### config.mk
export PLATFORM = sky130hd
export DESIGN_NAME = std_mem_d1_arbiter
export DESIGN_NICKNAME = d
export VERILOG_FILES = /design/src/rtl/std_arb_pkg.sv /design/src/rtl/std_rr_picker.sv /design/src/rtl/std_mem_d1_arbiter.sv
export SDC_FILE = /design/constraint.sdc
export NUM_CORES = 1
export LEC_CHECK = 0
export ABC_AREA = 1
export BUFFER_PORTS_ARGS = -buffer_cell sky130_fd_sc_hd__buf_4
export CAP_MARGIN = 0
export CELL_PAD_IN_SITES_DETAIL_PLACEMENT = 1
export CELL_PAD_IN_SITES_GLOBAL_PLACEMENT = 1
export CORE_MARGIN = 1.5
export CORE_UTILIZATION = 26
export CTS_BUF_LIST = sky130_fd_sc_hd__clkbuf_16
export DETAILED_ROUTE_END_ITERATION = 10
export HOLD_SLACK_MARGIN = 0.15
export PLACE_DENSITY = 0.89
export SYNTH_ARGS = -nofsm -noshare
export SYNTH_HDL_FRONTEND = slang
export SYNTH_HIERARCHICAL = 1
export SYNTH_SLANG_ARGS = --single-unit
### constraint.sdc
create_clock -name clk -period 1.9 [get_ports clk]
set_clock_uncertainty 0.05 [all_clocks]
set_input_delay 0.38 -clock clk [delete_from_list [all_inputs] [get_ports clk]]
set_output_delay 0.38 -clock clk [all_outputs]
set_load 0.01 [all_outputs]
### src/rtl/std_arb_pkg.sv
// Shared types and helpers for round-robin shared-resource arbiters.
// Holds the sequencer state encoding and the wrap-around pointer increment.
package std_arb_pkg;

  typedef enum logic [2:0] {
    IDLE  = 3'd0,
    READ  = 3'd1,
    WRITE = 3'd2,
    WAIT  = 3'd3,
    DONE  = 3'd4
  } arb_state_t;

  // Advance a round-robin pointer by one, wrapping at n.
  function automatic int rr_next(input int ptr, input int n);
    return (ptr + 1 >= n) ? 0 : ptr + 1;
  endfunction

endpackage

### src/rtl/std_rr_picker.sv
// Combinational round-robin pick: first set request at or above ptr, wrapping to 0.
// Zero latency; valid is low when no request is set.
module std_rr_picker #(
  parameter  int N  = 4,
  localparam int IW = $clog2(N)
) (
  input  logic [N-1:0]  req,
  input  logic [IW-1:0] ptr,
  output logic          valid,
  output logic [IW-1:0] idx
);

  logic [IW:0] cand;

  always_comb begin
    valid = 1'b0;
    idx   = '0;
    cand  = '0;
    for (int k = 0; k < N; k++) begin
      // One extra bit so ptr+k cannot overflow before the wrap.
      cand = {1'b0, ptr} + (IW+1)'(k);
      if (cand >= (IW+1)'(N)) begin
        cand = cand - (IW+1)'(N);
      end
      if (!valid && req[cand[IW-1:0]]) begin
        valid = 1'b1;
        idx   = cand[IW-1:0];
      end
    end
  end

endmodule

### src/rtl/std_mem_d1_arbiter.sv
// Round-robin go/done arbiter sharing one std_mem_d1 port among NUM_REQ requesters.
// Read done on cycle 3, write done the cycle after mem_done; requesters hold go until done.
module std_mem_d1_arbiter
  import std_arb_pkg::*;
#(
  parameter  int NUM_REQ  = 4,
  parameter  int WIDTH    = 32,
  parameter  int IDX_SIZE = 4,
  localparam int REQ_IDX  = $clog2(NUM_REQ)
) (
  input  logic                        clk,
  input  logic                        reset,
  input  logic [NUM_REQ-1:0]          go,
  input  logic [NUM_REQ-1:0]          is_write,
  input  logic [NUM_REQ*IDX_SIZE-1:0] addr,
  input  logic [NUM_REQ*WIDTH-1:0]    write_data,
  output logic [WIDTH-1:0]            read_data,
  output logic [NUM_REQ-1:0]          done,
  output logic                        busy,
  output logic [REQ_IDX-1:0]          grant_idx,
  output logic [IDX_SIZE-1:0]         mem_addr0,
  output logic [WIDTH-1:0]            mem_write_data,
  output logic                        mem_write_en,
  input  logic [WIDTH-1:0]            mem_read_data,
  input  logic                        mem_done
);

  arb_state_t         state;
  arb_state_t         state_nxt;
  logic [REQ_IDX-1:0] rr_ptr;
  logic               pick_vld;
  logic [REQ_IDX-1:0] pick_idx;

  std_rr_picker #(.N(NUM_REQ)) u_picker (
    .req   (go),
    .ptr   (rr_ptr),
    .valid (pick_vld),
    .idx   (pick_idx)
  );

  always_ff @(posedge clk) begin
    if (reset) begin
      state <= IDLE;
    end else begin
      state <= state_nxt;
    end
  end

  always_comb begin
    state_nxt = state;
    case (state)
      IDLE: begin
        if (pick_vld) begin
          state_nxt = is_write[pick_idx] ? WRITE : READ;
        end
      end
      READ:    state_nxt = DONE;
      WRITE:   state_nxt = WAIT;
      WAIT:    if (mem_done) state_nxt = DONE;
      DONE:    state_nxt = IDLE;
      default: state_nxt = IDLE;
    endcase
  end

  // Every output is a register loaded from the next state, so each output
  // lines up with the state it belongs to without combinational paths out.
  always_ff @(posedge clk) begin
    if (reset) begin
      rr_ptr         <= '0;
      grant_idx      <= '0;
      done           <= '0;
      read_data      <= '0;
      busy           <= 1'b0;
      mem_write_en   <= 1'b0;
      mem_addr0      <= '0;
      mem_write_data <= '0;
    end else begin
      busy         <= (state_nxt != IDLE);
      mem_write_en <= (state_nxt == WRITE);
      done         <= (state_nxt == DONE) ? (NUM_REQ'(1) << grant_idx) : '0;
      if (state == IDLE && pick_vld) begin
        grant_idx      <= pick_idx;
        mem_addr0      <= addr[pick_idx*IDX_SIZE +: IDX_SIZE];
        mem_write_data <= write_data[pick_idx*WIDTH +: WIDTH];
      end
      if (state == READ) begin
        read_data <= mem_read_data;
      end
      if (state == DONE) begin
        rr_ptr <= REQ_IDX'(rr_next(int'(grant_idx), NUM_REQ));
      end
    end
  end

endmodule

==> metrics.md, run 1 <==
| Metric | Value |
|---|---|
| Run status | `finished with violations` |
| Failing checks | `setup timing` |
| Final Cycle Share | `1.17` |
| Layout cells sized above 1 | `0.417` |
| Max H-tree Level | `3` |
| Via/cell ratio | `4.72` |
| Max frequency | `451 MHz` |
| CORE AREA | `17400 sq um` |
| Final HPWL from detailed placement | `14300 microns` |
| GRT Total Usage | `0.218` |
| Setup crit end kind | `flip-flop` |
| DR iter-0 viols | `196` |
| Clk_lat worst skew | `0.33 ns` |
| PortBufs | `262` |
| Vias in the first global route | `6240` |
| Synth warn | `6` |
| Clock Pin Slew Worst Setup and Hold Paths | `0.07 ns` |
| Flops & latches, synth | `81` |
| Pleak | `0.00434 uW` |
| CP startpoint kind | `flip-flop` |
| Commonest register cell after synthesis | `dfxtp_1` |
| TritonRoute pass-1 iters | `4` |
| Power per cell area | `1880 nW/um^2` |
| Total gr overflow | `0` |
| Post-synthesis sequential area ratio | `0.347` |
| Number of buffers created by CTS | `9` |
| Initial antenna violation count | `0` |
| Largest net degree at the start of global routing | `34` |
| Die X | `137 microns` |
| Total Wirelength | `23000 microns` |
| EDFF count, synth | `0` |
| Peak supply drop | `0.706 mV` |
| CP Max Fanout | `8` |
| R2r startpoint | `rr_ptr[0]$_SDFFE_PP0N_` |
| Pre-CTS WS | `-0.344 ns` |
| First-pass GRT wire length | `31500 microns` |
| Row count | `48` |
| Crit path kind | `reg -> reg` |
| # IOs | `263` |
| RSZ-0062 raised after global routing | `true` |
| GPL Wtd Cong | `0.788` |
| Worst hold slack | `0.239 ns` |
| Post-CTS Hold Buffers | `0` |
| Die ar. | `18800 sq um` |
| Fin crit period | `2.22 ns` |
| Synthesized instance count | `797` |
| Crit path from | `rr_ptr[0]$_SDFFE_PP0N_` |
| Worst endpoint required time | `2.09 ns` |
| CP arrival | `2.41 ns` |
| CTS tree | `built` |
| Routed len/inst | `17.4 microns` |
| Count of final hold-check violations | `0` |
| Slew @ Worst Pin | `0.538 ns` |
| Ranking of synthesized cells by area | `dfxtp_1, nor2_1, nand2_1` |
| Post-synth top area share | `0.347` |
| Netlist cell types | `25` |
| Hold wc startpoint | `mem_read_data[6]` |
| Clk buf depth | `2` |
| Final ANT Viol Nets | `0` |
| Hold crit path type | `in -> reg` |
| CTS Sinks | `81` |
| Post-synth top cells | `nor2_1, nand2_1, inv_1, dfxtp_1, nand3_1` |
| Syn_nets | `985` |
| Layout Nets | `1278` |
| Most frequent cell after synthesis | `nor2_1` |
| Initial Utilization | `0.269` |
| DIE HEIGHT | `137 microns` |
| Setup TNS | `-8.79 ns` |
| Post-synth top area cell | `dfxtp_1` |
| # Max-Cap Violations | `0` |
| Async SR Flop Fraction | `0` |
| Worst setup margin | `-0.320 ns` |
| DR vias | `6226` |
| Slew Viols, Final | `0` |
| DRC viols | `0` |
| N_diodes | `0` |
| Average cell area after synthesis | `5.87 sq um` |
| Final setup violation count | `41` |
| Root buffer cell | `clkbuf_16` |
| P&R area growth vs syn | `80.1%` |
| Cell Area, Synth | `4680 sq um` |
| Slew headroom | `0.641` |
## logic make-up after synthesis
kind of cell,after synthesis,synth area share
buf+inv,137,0.126
simple gates,498,0.438
flops,81,0.347
fa+ha+maj,1,0.00267
compound gates,80,0.0859
## what timing repair did
item,CTS,global route
buffers inserted,6,7
gates resized for setup,53,99
pin swaps,8,29
setup endpoints to repair,41,41
gates cloned,12,7
## routing by layer
metal	vias up	share of wire	global-route usage
met5	-	0	0
met4	0	0.024	0.0649
met3	43	0.071	0.0574
met2	230	0.50	0.396
met1	2950	0.41	0.250
li1	3003	-	-
## final timing paths
check | endpoint | slack, ns | cells past startpoint
hold reg to reg | read_data[6]$_SDFFE_PP0P_ | 0.42 | 2
setup reg to reg | mem_write_data[29]$_SDFFE_PP0P_ | -0.32 | 17
hold / removal | read_data[6]$_SDFFE_PP0P_ | 0.24 | 3
setup / recovery | mem_write_data[29]$_SDFFE_PP0P_ | -0.32 | 17
## layout by cell type (no fill, tap or decap), types with 9 or more instances in the layout
master     count
a21oi_1       35
buf_12        16
buf_16         9
buf_4        286
clkbuf_16     15
dfxtp_1       79
inv_1         80
nand2_1      192
nand2_2       12
nand2_4       11
nand3_1       35
nand3_2       18
nor2_1       172
nor2_2        32
nor2_4        16
o21ai_0       11
o21ai_1       28
## flip-flops by register name (all words and copies together) (netlist names)
name and cells:
state 3, mem_write_data 32, mem_write_en 1, busy 1
rr_ptr 2, read_data 32, mem_addr0 4, done 4
grant_idx 2
## critical path, stage by stage (launching register included)
cell	delay (ns)
dfxtp_4	0.40
buf_6	0.15
nand2_2	0.06
nand2_2	0.11
nand2_2	0.07
nand2_2	0.09
nor2_2	0.05
nor2_2	0.10
nand2_2	0.08
nand2_4	0.09
inv_8	0.06
buf_12	0.14
buf_4	0.13
or2_4	0.25
nand3_2	0.08
nand3_2	0.09
nand2_1	0.07
inv_1	0.03
## layout make-up
class,count,area (sq um)
inverters,90,358
clock inverters,7,52.6
clock buffers,9,225
multi-input cells,579,2820
fillers,2241,8990
repair buffers,329,3050
well taps,225,282
flip-flops and latches,81,1630
## power by group
| part | switching [uW] | internal (uW) |
|---|---|---|
| Combinational | 6040 | 5570 |
| Clock | 786 | 894 |
| Sequential | 307 | 2230 |
| Total | 7130 | 8700 |
## through the flow
stage          power [uW]  utilization  area [sq um]  instances
2_1_floorplan        7180            -          4680        797
3_3_place_gp        10000        0.407          7090       1274
3_5_place_dp        10300        0.407          7090       1274
4_1_cts             14300        0.457          7960       1308
5_1_grt             16900        0.484          8420       1320
6_report            15800        0.484          8420       1320
Note: power is estimated with default switching activity, not from simulation.
==> run 2: changes to the inputs <==
--- a/config.mk
+++ b/config.mk
@@ -16,6 +16,7 @@
 export DETAILED_ROUTE_END_ITERATION = 10
 export HOLD_SLACK_MARGIN = 0.15
 export PLACE_DENSITY = 0.89
+export SETUP_SLACK_MARGIN = 0.5
 export SYNTH_ARGS = -nofsm -noshare
 export SYNTH_HDL_FRONTEND = slang
 export SYNTH_HIERARCHICAL = 1
==> constraint.sdc (replaced) <==
create_clock -name clk -period 1.9 [get_ports clk]
set_clock_uncertainty 0.05 [all_clocks]
set_input_delay 0.095 -clock clk [delete_from_list [all_inputs] [get_ports clk]]
set_output_delay 0.095 -clock clk [all_outputs]
set_load 0.01 [all_outputs]
==> metrics.md, run 2 (synthesis gave the netlist of run 1 again) <==
| Metric | Value |
|---|---|
| Run status | `finished with violations` |
| Failing checks | `setup timing` |
| Row count | `48 (unchanged)` |
| Routed len/inst | `20.6 microns (+18%)` |
| DIE HEIGHT | `137 microns (unchanged)` |
| Max frequency | `443 MHz (-1.6%)` |
| Root buffer cell | `clkbuf_16` |
| Buffers & Inverters on Critical Path | `4 (-1)` |
| DR iter-0 viols | `324 (+65%)` |
| CP startpoint kind | `flip-flop` |
| # IOs | `263 (unchanged)` |
| Slew headroom | `0.769 (+0.128)` |
| Slowest-stage cell, CP | `dfxtp_4` |
| First-pass GRT wire length | `40900 microns (+30%)` |
| Final Cycle Share | `1.19 (+0.0188)` |
| R2R depth | `17 (unchanged)` |
| Clock Pin Slew Worst Setup and Hold Paths | `0.06 ns (about the same)` |
| CP Max Fanout | `14 (+6)` |
| DRC viols | `0 (unchanged)` |
| Most frequent CP cell | `nand2_2` |
| Flop2flop setup slack | `-0.36 ns (-0.04 ns)` |
| Initial antenna violation count | `4 (+4)` |
| RSZ-0062 raised after global routing | `true` |
| Die X | `137 microns (unchanged)` |
| Total gr overflow | `0 (unchanged)` |
| Hold Crit Depth | `7 (+4)` |
| Layout Nets | `1420 (+11%)` |
| Final ANT Viol Nets | `0 (unchanged)` |
| CTS tree | `built` |
| Hold crit path type | `in -> reg` |
| Commonest non-fill, non-tap cell in the layout | `buf_4` |
| Number of buffers created by CTS | `9 (unchanged)` |
| Worst endpoint required time | `2.09 ns (about the same)` |
| CP Cell Sequence | `buf_8, nand2_4, nand2_2, nand2_2, nand2_2, nor2_2, nor2_2, nand2_2, nand2_4, clkinv_8, buf_12, nor2_1, nor2_1, o21ai_2, nand3_2, nand2_1, inv_1` |
| Slew @ Worst Pin | `0.346 ns (-0.192 ns)` |
| R2r startpoint | `rr_ptr[0]$_SDFFE_PP0N_` |
| Worst setup margin | `-0.355 ns (-0.0357 ns)` |
| Pleak | `0.00490 uW (+13%)` |
| Peak supply drop | `0.654 mV (-7.3%)` |
| # Max-Cap Violations | `0 (unchanged)` |
| Most frequent cells in the layout | `buf_4, nand2_1, nor2_1` |
| Power per cell area | `1560 nW/um^2 (-17%)` |
| Count of final hold-check violations | `0 (unchanged)` |
| Max H-tree Level | `3 (unchanged)` |
| Setup crit end kind | `flip-flop` |
| TritonRoute pass-1 iters | `5 (+1)` |
| Crit path from | `rr_ptr[0]$_SDFFE_PP0N_` |
| Final HPWL from detailed placement | `13700 microns (-4.6%)` |
| Die ar. | `18800 sq um (unchanged)` |
| Layout cells sized above 1 | `0.369 (-0.0487)` |
| CP delay by family, top | `simple AND/OR/NAND/NOR gates` |
| Slew Viols, Final | `0 (unchanged)` |
| CTS Sinks | `81 (unchanged)` |
| CP arrival | `2.44 ns (+0.03 ns)` |
| Clk buf depth | `2 (unchanged)` |
| Clk_lat worst skew | `0.35 ns (+0.02 ns)` |
| P&R area growth vs syn | `110%` |
| Vias in the first global route | `7872 (+26%)` |
| CORE AREA | `17400 sq um (unchanged)` |
| Worst reg2reg endpoint | `mem_addr0[3]$_SDFFE_PP0P_` |
| CP Depth | `17 (unchanged)` |
| Largest net degree at the start of global routing | `53 (+56%)` |
| Setup TNS | `-10.62 ns (-1.83 ns)` |
| Final setup violation count | `41 (unchanged)` |
| Placed Area | `7040 sq um (-0.83%)` |
| Post-route design area | `9840 sq um (+17%)` |
| Via/cell ratio | `4.93 (+4.5%)` |
| PortBufs | `262 (unchanged)` |
| GPL Wtd Cong | `0.806 (+2.3%)` |
| Critical path endpoint | `mem_addr0[3]$_SDFFE_PP0P_` |
| Leading registers by flop count | `mem_write_data x32, read_data x32` |
| Crit path kind | `reg -> reg` |
| Fin crit period | `2.26 ns (+0.0357 ns)` |
| Initial Utilization | `0.269 (unchanged)` |
| GRT Total Usage | `0.286 (+0.0677)` |
| Total Wirelength | `30300 microns (+32%)` |
| DR vias | `7231 (+16%)` |
| Slowest Stage Delay on Critical Path | `0.40 ns (about the same)` |
run 2: metrics by stage:
| stage | worst slack (ns) | power, uW | utilization | cells | hold slack (ns) |
|---|---|---|---|---|---|
| 4_1_cts | -0.112 | 13100 | 0.532 | 1454 | 0.151 |
| 5_1_grt | -0.540 | 16400 | 0.565 | 1466 | 0.176 |
| 3_5_place_dp | -0.176 | 10000 | 0.404 | 1259 | 0.310 |
| 3_3_place_gp | -0.0832 | 9780 | 0.404 | 1259 | 0.296 |
| 6_report | -0.355 | 15400 | 0.565 | 1467 | 0.112 |
| 2_1_floorplan | 0.130 | 7550 | - | 797 | 0.188 |
run 2: how the worst min path moves through the flow:
stage / from / endpoint / slack (ns)
6_report: write_data[124] / mem_write_data[28]$_SDFFE_PP0P_ / 0.11
5_1_grt: write_data[124] / mem_write_data[28]$_SDFFE_PP0P_ / 0.18
4_1_cts: write_data[7] / mem_write_data[7]$_SDFFE_PP0P_ / 0.15
3_5_place_dp: mem_read_data[9] / read_data[9]$_SDFFE_PP0P_ / 0.31
3_3_place_gp: mem_read_data[29] / read_data[29]$_SDFFE_PP0P_ / 0.30
2_1_floorplan: mem_read_data[0] / read_data[0]$_SDFFE_PP0P_ / 0.19
run 2: timing repair:
action / CTS / global route
resized for setup: 30 / 130
pin swaps: 3 / 15
hold buffers: 168 / 0
endpoints found under the setup margin: 55 / 58
endpoints found under the hold margin: 74 / 0
setup buffers: 7 / 2
gates cloned: 4 / 6
run 2: power breakdown:
group	leakage (uW)	internal (uW)	switching (uW)
combinational	0.00409	4740	6250
sequential	0.000668	2230	333
clock	0.000146	1020	790
total	0.00490	8000	7370
run 2: final cells by class:
cell class	instances	area (sq um)
Clock inverter	7	70.1
Antenna cell	5	12.5
Timing Repair Buffer	471	4340
Inverter	90	368
Fill cell	2127	7580
Sequential cell	81	1630
Clock buffer	9	225
Tap cell	225	282
Multi-Input combinational cell	579	2910
run 2: worst reg2reg max path, cell delays in order, from the launching register on:
cell and delay, ns:
dfxtp_4 0.40, buf_8 0.16, nand2_4 0.08, nand2_2 0.09, nand2_2 0.06, nand2_2 0.08, nor2_2 0.04, nor2_2 0.11
nand2_2 0.09, nand2_4 0.10, clkinv_8 0.11, buf_12 0.18, nor2_1 0.17, nor2_1 0.08, o21ai_2 0.10, nand3_2 0.11
nand2_1 0.08, inv_1 0.05
run 2: metal layers:
layer / vias up / wire, microns / track usage
met5: - / 0 / 0
met4: 0 / 1680 / 0.157
met3: 140 / 2110 / 0.0833
met2: 382 / 15600 / 0.532
met1: 3416 / 10800 / 0.284
li1: 3293 / - / -
